--- config.mk ---
export PLATFORM = sky130hd
export DESIGN_NAME = charmap_writer
export DESIGN_NICKNAME = d
export VERILOG_FILES = /design/src/rtl/charmap_writer.sv
export SDC_FILE = /design/constraint.sdc
export NUM_CORES = 1
export LEC_CHECK = 0
export CAP_MARGIN = 20
export CORE_MARGIN = 4
export CORE_UTILIZATION = 40
export CTS_BUF_LIST = sky130_fd_sc_hd__clkbuf_8
export DETAILED_ROUTE_END_ITERATION = 12
export DONT_BUFFER_PORTS = 1
export GPL_TIMING_DRIVEN = 0
export PLACE_DENSITY_LB_ADDON = 0.12
export SLEW_MARGIN = 0
export SYNTH_ARGS = -nofsm -noshare
export SYNTH_HDL_FRONTEND = slang
export SYNTH_SLANG_ARGS = --single-unit
--- constraint.sdc ---
create_clock -name clk -period 2 [get_ports clk]
set_input_delay 0.4 -clock clk [delete_from_list [all_inputs] [get_ports clk]]
set_output_delay 0.4 -clock clk [all_outputs]
set_load 0.01 [all_outputs]
--- src/rtl/charmap_writer.sv ---
// rtl/charmap_writer.sv - console command writer for the character, fg and bg colour RAMs
module charmap_writer #(
    parameter int          COLS   = 40,
    parameter int          ROWS   = 30,
    parameter logic [7:0]  DEF_FG = 8'hFF,
    parameter logic [7:0]  DEF_BG = 8'hC7
) (
    input  logic        clk,
    input  logic        reset,
    input  logic        in_valid,
    output logic        in_ready,
    input  logic [1:0]  in_op,
    input  logic [15:0] in_data,
    output logic        chram_wr,
    output logic [11:0] chram_addr,
    output logic [7:0]  chram_data_in,
    output logic [7:0]  fgcolram_data_in,
    output logic [7:0]  bgcolram_data_in,
    output logic        busy,
    output logic [5:0]  cur_x,
    output logic [5:0]  cur_y
);

    localparam logic [5:0]  COL_MAX   = 6'(COLS - 1);
    localparam logic [5:0]  ROW_MAX   = 6'(ROWS - 1);
    localparam logic [11:0] FILL_LAST = {ROW_MAX, COL_MAX};

    localparam logic [1:0] OP_PUT    = 2'd0;
    localparam logic [1:0] OP_SETCUR = 2'd1;
    localparam logic [1:0] OP_SETCOL = 2'd2;
    localparam logic [1:0] OP_FILL   = 2'd3;

    localparam logic [7:0] CH_NEWLINE = 8'h0A;

    typedef enum logic {S_IDLE, S_FILL} state_t;

    state_t      state_q, state_d;
    logic [5:0]  cur_x_q, cur_x_d;
    logic [5:0]  cur_y_q, cur_y_d;
    logic [7:0]  fg_q, fg_d;
    logic [7:0]  bg_q, bg_d;
    logic [7:0]  fill_ch_q, fill_ch_d;
    logic [11:0] fill_cnt_q, fill_cnt_d;
    logic        fill_done_q, fill_done_d;
    logic        busy_q, busy_d;
    logic        wr_q, wr_d;
    logic [11:0] addr_q, addr_d;
    logic [7:0]  ch_q, ch_d;
    logic [7:0]  fgo_q, fgo_d;
    logic [7:0]  bgo_q, bgo_d;

    logic        accept;
    logic [7:0]  cmd_ch;

    // Row advance shared by newline, end-of-line wrap; bottom row wraps to the top (no scroll).
    function automatic logic [5:0] row_next(input logic [5:0] y);
        return (y == ROW_MAX) ? 6'd0 : y + 6'd1;
    endfunction

    // Row-major walk over visible cells only: skip straight from the last column to the next row.
    function automatic logic [11:0] fill_next(input logic [11:0] a);
        if (a[5:0] == COL_MAX) begin
            return {a[11:6] + 6'd1, 6'd0};
        end
        return a + 12'd1;
    endfunction

    assign in_ready = (state_q == S_IDLE) & reset;
    assign accept   = in_valid & in_ready;
    assign cmd_ch   = in_data[7:0];

    assign chram_wr         = wr_q;
    assign chram_addr       = addr_q;
    assign chram_data_in    = ch_q;
    assign fgcolram_data_in = fgo_q;
    assign bgcolram_data_in = bgo_q;
    assign busy             = busy_q;
    assign cur_x            = cur_x_q;
    assign cur_y            = cur_y_q;

    // Next-state: command decode in IDLE, one cell per cycle in FILL; write port registered.
    always_comb begin
        state_d     = state_q;
        cur_x_d     = cur_x_q;
        cur_y_d     = cur_y_q;
        fg_d        = fg_q;
        bg_d        = bg_q;
        fill_ch_d   = fill_ch_q;
        fill_cnt_d  = fill_cnt_q;
        fill_done_d = fill_done_q;
        busy_d      = busy_q;
        wr_d        = 1'b0;
        addr_d      = addr_q;
        ch_d        = ch_q;
        fgo_d       = fgo_q;
        bgo_d       = bgo_q;

        case (state_q)
            S_IDLE: begin
                if (accept) begin
                    case (in_op)
                        OP_PUT: begin
                            if (cmd_ch == CH_NEWLINE) begin
                                cur_x_d = 6'd0;
                                cur_y_d = row_next(cur_y_q);
                            end else begin
                                wr_d   = 1'b1;
                                addr_d = {cur_y_q, cur_x_q};
                                ch_d   = cmd_ch;
                                fgo_d  = fg_q;
                                bgo_d  = bg_q;
                                if (cur_x_q == COL_MAX) begin
                                    cur_x_d = 6'd0;
                                    cur_y_d = row_next(cur_y_q);
                                end else begin
                                    cur_x_d = cur_x_q + 6'd1;
                                end
                            end
                        end
                        OP_SETCUR: begin
                            cur_x_d = (in_data[5:0]  <= COL_MAX) ? in_data[5:0]  : 6'd0;
                            cur_y_d = (in_data[13:8] <= ROW_MAX) ? in_data[13:8] : 6'd0;
                        end
                        OP_SETCOL: begin
                            fg_d = in_data[15:8];
                            bg_d = in_data[7:0];
                        end
                        default: begin
                            // FILL: cell (0,0) is written straight from the acceptance edge
                            // so the first strobe lands one cycle after acceptance.
                            fill_ch_d   = cmd_ch;
                            wr_d        = 1'b1;
                            addr_d      = 12'd0;
                            ch_d        = cmd_ch;
                            fgo_d       = fg_q;
                            bgo_d       = bg_q;
                            fill_cnt_d  = fill_next(12'd0);
                            fill_done_d = (FILL_LAST == 12'd0);
                            busy_d      = 1'b1;
                            state_d     = S_FILL;
                        end
                    endcase
                end
            end
            default: begin
                if (fill_done_q) begin
                    // Final strobe is on the bus this cycle; release the handshake next cycle.
                    state_d     = S_IDLE;
                    busy_d      = 1'b0;
                    fill_done_d = 1'b0;
                    cur_x_d     = 6'd0;
                    cur_y_d     = 6'd0;
                end else begin
                    wr_d   = 1'b1;
                    addr_d = fill_cnt_q;
                    ch_d   = fill_ch_q;
                    fgo_d  = fg_q;
                    bgo_d  = bg_q;
                    if (fill_cnt_q == FILL_LAST) begin
                        fill_done_d = 1'b1;
                    end else begin
                        fill_cnt_d = fill_next(fill_cnt_q);
                    end
                end
            end
        endcase
    end

    // State and output registers; reset aborts any fill in progress.
    always_ff @(posedge clk or negedge reset) begin
        if (!reset) begin
            state_q     <= S_IDLE;
            cur_x_q     <= 6'd0;
            cur_y_q     <= 6'd0;
            fg_q        <= DEF_FG;
            bg_q        <= DEF_BG;
            fill_ch_q   <= 8'd0;
            fill_cnt_q  <= 12'd0;
            fill_done_q <= 1'b0;
            busy_q      <= 1'b0;
            wr_q        <= 1'b0;
            addr_q      <= 12'd0;
            ch_q        <= 8'd0;
            fgo_q       <= 8'd0;
            bgo_q       <= 8'd0;
        end else begin
            state_q     <= state_d;
            cur_x_q     <= cur_x_d;
            cur_y_q     <= cur_y_d;
            fg_q        <= fg_d;
            bg_q        <= bg_d;
            fill_ch_q   <= fill_ch_d;
            fill_cnt_q  <= fill_cnt_d;
            fill_done_q <= fill_done_d;
            busy_q      <= busy_d;
            wr_q        <= wr_d;
            addr_q      <= addr_d;
            ch_q        <= ch_d;
            fgo_q       <= fgo_d;
            bgo_q       <= bgo_d;
        end
    end

endmodule

==> flow_summary.ini <==
[setup_path]
crit_required_ns = 2.27
path_cells = buf_2 -> and3b_1 -> clkbuf_4 -> a31oi_4 -> buf_6 -> mux2_4
critPathLaunchType = register
criticalPathCategory = reg -> reg
end_kind = register
max_stage_delay_ns = 0.33
cp_top_family = buffers and inverters
crit_path_max_fanout = 10
path_buf_inv = 3
cpMaxStageDelayCell = dfrtp_1
crit_arrival_ns = 2.21

[synthesis]
yosys.area.top_type = dfrtp_1
yosysUniqueCellTypes = 52
synth_area_leaders = dfrtp_1 42%, mux2_2 9.9%, dfstp_2 7.7%, mux2_4 6.8%, nand2_1 6.2%
syn_inst = 407
synth-warning-count = 0
synthArstFlopShare = 1.000
synth_top_cell_area_share = 0.4238
netlist_area_um2 = 4428
synthFlopType = dfrtp_1
synth_seq_cells = 88
synth_nets = 438
syn_avg_cell_area_um2 = 10.88
ys_seq_area_frac = 0.5010
synth_edf_count = 0

[placed_design]
gp_congestion = 0.8654
placed_area_um2 = 4603
post-place-cells = 547
dpl.hpwl_um = 7527
port_buffers = 0
dp_slack_ns = -0.2191

[grt]
grt_pass1_wl_um = 17590
grt_pass1_vias = 3205
grt_usage = 0.1767
globalRouteOverflowTotal = 0
antenna_found_initial = 0
grt_max_degree = 91

[layout]
final_area_um2 = 4896
most-common-layout-cells = 71 x nand2_1, 71 x dfrtp_1, 39 x mux2_2
layout.nets = 453
layout-drive-gt1-share = 0.2927
final_cells = 567
synthToLayoutAreaGrowth_pct = 10.57
antenna_cells = 0

[routing]
drtIter0Drc = 259
routed_via_density = 5.536
via_count = 3139
first_pass_iters = 4
wl_um = 10720
route.detailed.drc = 0
post_drt_wl_per_cell_um = 18.90
ant_nets = 0

[clock_network]
insertion_delay_ns = 0.38
tritoncts = built
htree_num_levels = 3
numCtsBuffers = 9
clockBufferDepth = 2
cts.sinks = 88
clock-root-buffer = clkbuf_8
clkTransAtPathRegs_ns = 0.10

[floorplan]
initial_core_util = 0.4085
die_h_um = 113.2
die_w_um = 113.2
ioPinCount = 72
die_area_um2 = 12820
core-area_um2 = 10840
fp-row-count = 38

[pwr]
power_density_nw_per_um2 = 1305
leakage_nw = 2.137
peakVddDrop_uv = 501.2

[timing]
finClkSkew_ns = 0.01397
period_minus_slack_ns = 1.944
slew_viol_final = 0
worst_pin_slew_ns = 0.7202
worst_slack_ns = 0.05623
setup_viol = 0
rsz0062_at_grt = yes
hold_ws_ns = -0.2953
hold_violations = 88
period_share = 0.9719
relSlewSlack = 0.5148
max_freq_ghz = 0.5145

[run]
cap_violations = 0

[worst_hold_path]
holdCritPathClass = in -> async

[outcome]
violations = hold timing
run_status = finished with violations
## worst reg2reg max path: cells and delay by family, from the launching register on
family	cells	cell delay, ns
buffers and inverters	3	0.67
flip-flops	1	0.33
multiplexers	1	0.33
AO/OA/AOI/OAI	1	0.31
AND/OR/NAND/NOR	1	0.20
## flip-flops by register name (all words and copies together), names as in the netlist
name	flops
fill_ch_q	8
chram_addr	12
fgcolram_data_in	8
busy	1
fill_done_q	1
cur_y	6
bgcolram_data_in	8
chram_data_in	8
chram_wr	1
fg_q	8
fill_cnt_q	12
cur_x	6
bg_q	8
state_q	1
## power breakdown
part | switching, mW | internal [mW] | total [mW] | leakage, nW
Combinational | 0.797 | 1.03 | 1.83 | 0.970
Sequential | 0.848 | 2.54 | 3.38 | 1.08
Clock | 0.689 | 0.490 | 1.18 | 0.0891
Total | 2.33 | 4.05 | 6.39 | 2.14
## per-stage QoR
stage          power, mW  setup TNS, ns    util
3_3_place_gp       5.098         -6.698  0.4246
5_1_grt            6.833       -0.03080  0.4516
2_1_floorplan      4.634              0       -
4_1_cts            6.398              0  0.4462
6_report           6.388              0  0.4516
3_5_place_dp       5.151         -7.358  0.4246
## repair_timing
action,in CTS,in global routing
buffers inserted,4,1
endpoints found under the setup margin,48,16
pin swaps,1,0
gates resized for setup,8,19
endpoints found under the hold margin,88,88
## final cells by class
cell class	instances	area, um2
Fill cell	1014	5944
Timing Repair Buffer	5	37.54
Tap cell	140	175.2
Clock inverter	6	42.54
Buffer	17	112.6
Multi-Input combinational cell	292	2133
Inverter	9	33.78
Clock buffer	10	137.6
Sequential cell	88	2223
## cells by family after synthesis
kind of cell,count (synthesis),share of synthesized area
AND/OR/NAND/NOR,147,0.1574
flip-flops,88,0.5010
AO/OA/AOI/OAI,73,0.1082
multiplexers,62,0.1743
buffers and inverters,27,0.03080
adder cells (fa/ha/maj),10,0.02826
## Yosys cell counts (all sizes together), types with 2 or more instances
cell type / instances
or3: 4
nand2b: 4
inv: 9
and2: 3
a22oi: 2
nand4: 3
a22o: 4
ha: 10
nor2b: 6
nor2: 13
clkbuf: 9
o22ai: 2
or2: 4
dfrtp: 75
and3b: 2
o211ai: 2
a31oi: 2
nand2: 74
a32oi: 3
nand3: 16
and3: 2
nor3: 8
a21oi: 9
a211o: 2
nand4b: 2
mux2: 61
o21ai: 35
o31ai: 3
dfstp: 13
nor4: 2
buf: 9
## layer usage
layer  track usage  wire length [um]
met5             0                 0
met4       0.06090               150
met3       0.05615               652
met2        0.2721              5013
met1        0.2356              4900
## worst paths after layout
path | slack [ns] | cells past startpoint | from | end
hold / removal | -0.30 | 0 | reset | fgcolram_data_in[2]
max in group asynchronous | 2.06 | 0 | reset | fg_q[7]
setup reg to reg | 0.06 | 6 | state_q | bgcolram_data_in[3]
hold reg to reg | 0.48 | 2 | fill_ch_q[2] | fill_ch_q[2]
setup / recovery | 0.06 | 6 | state_q | bgcolram_data_in[3]
min in group clk | 0.12 | 2 | in_data[4] | fill_ch_q[4]
Power figures use the tool's default switching activity.
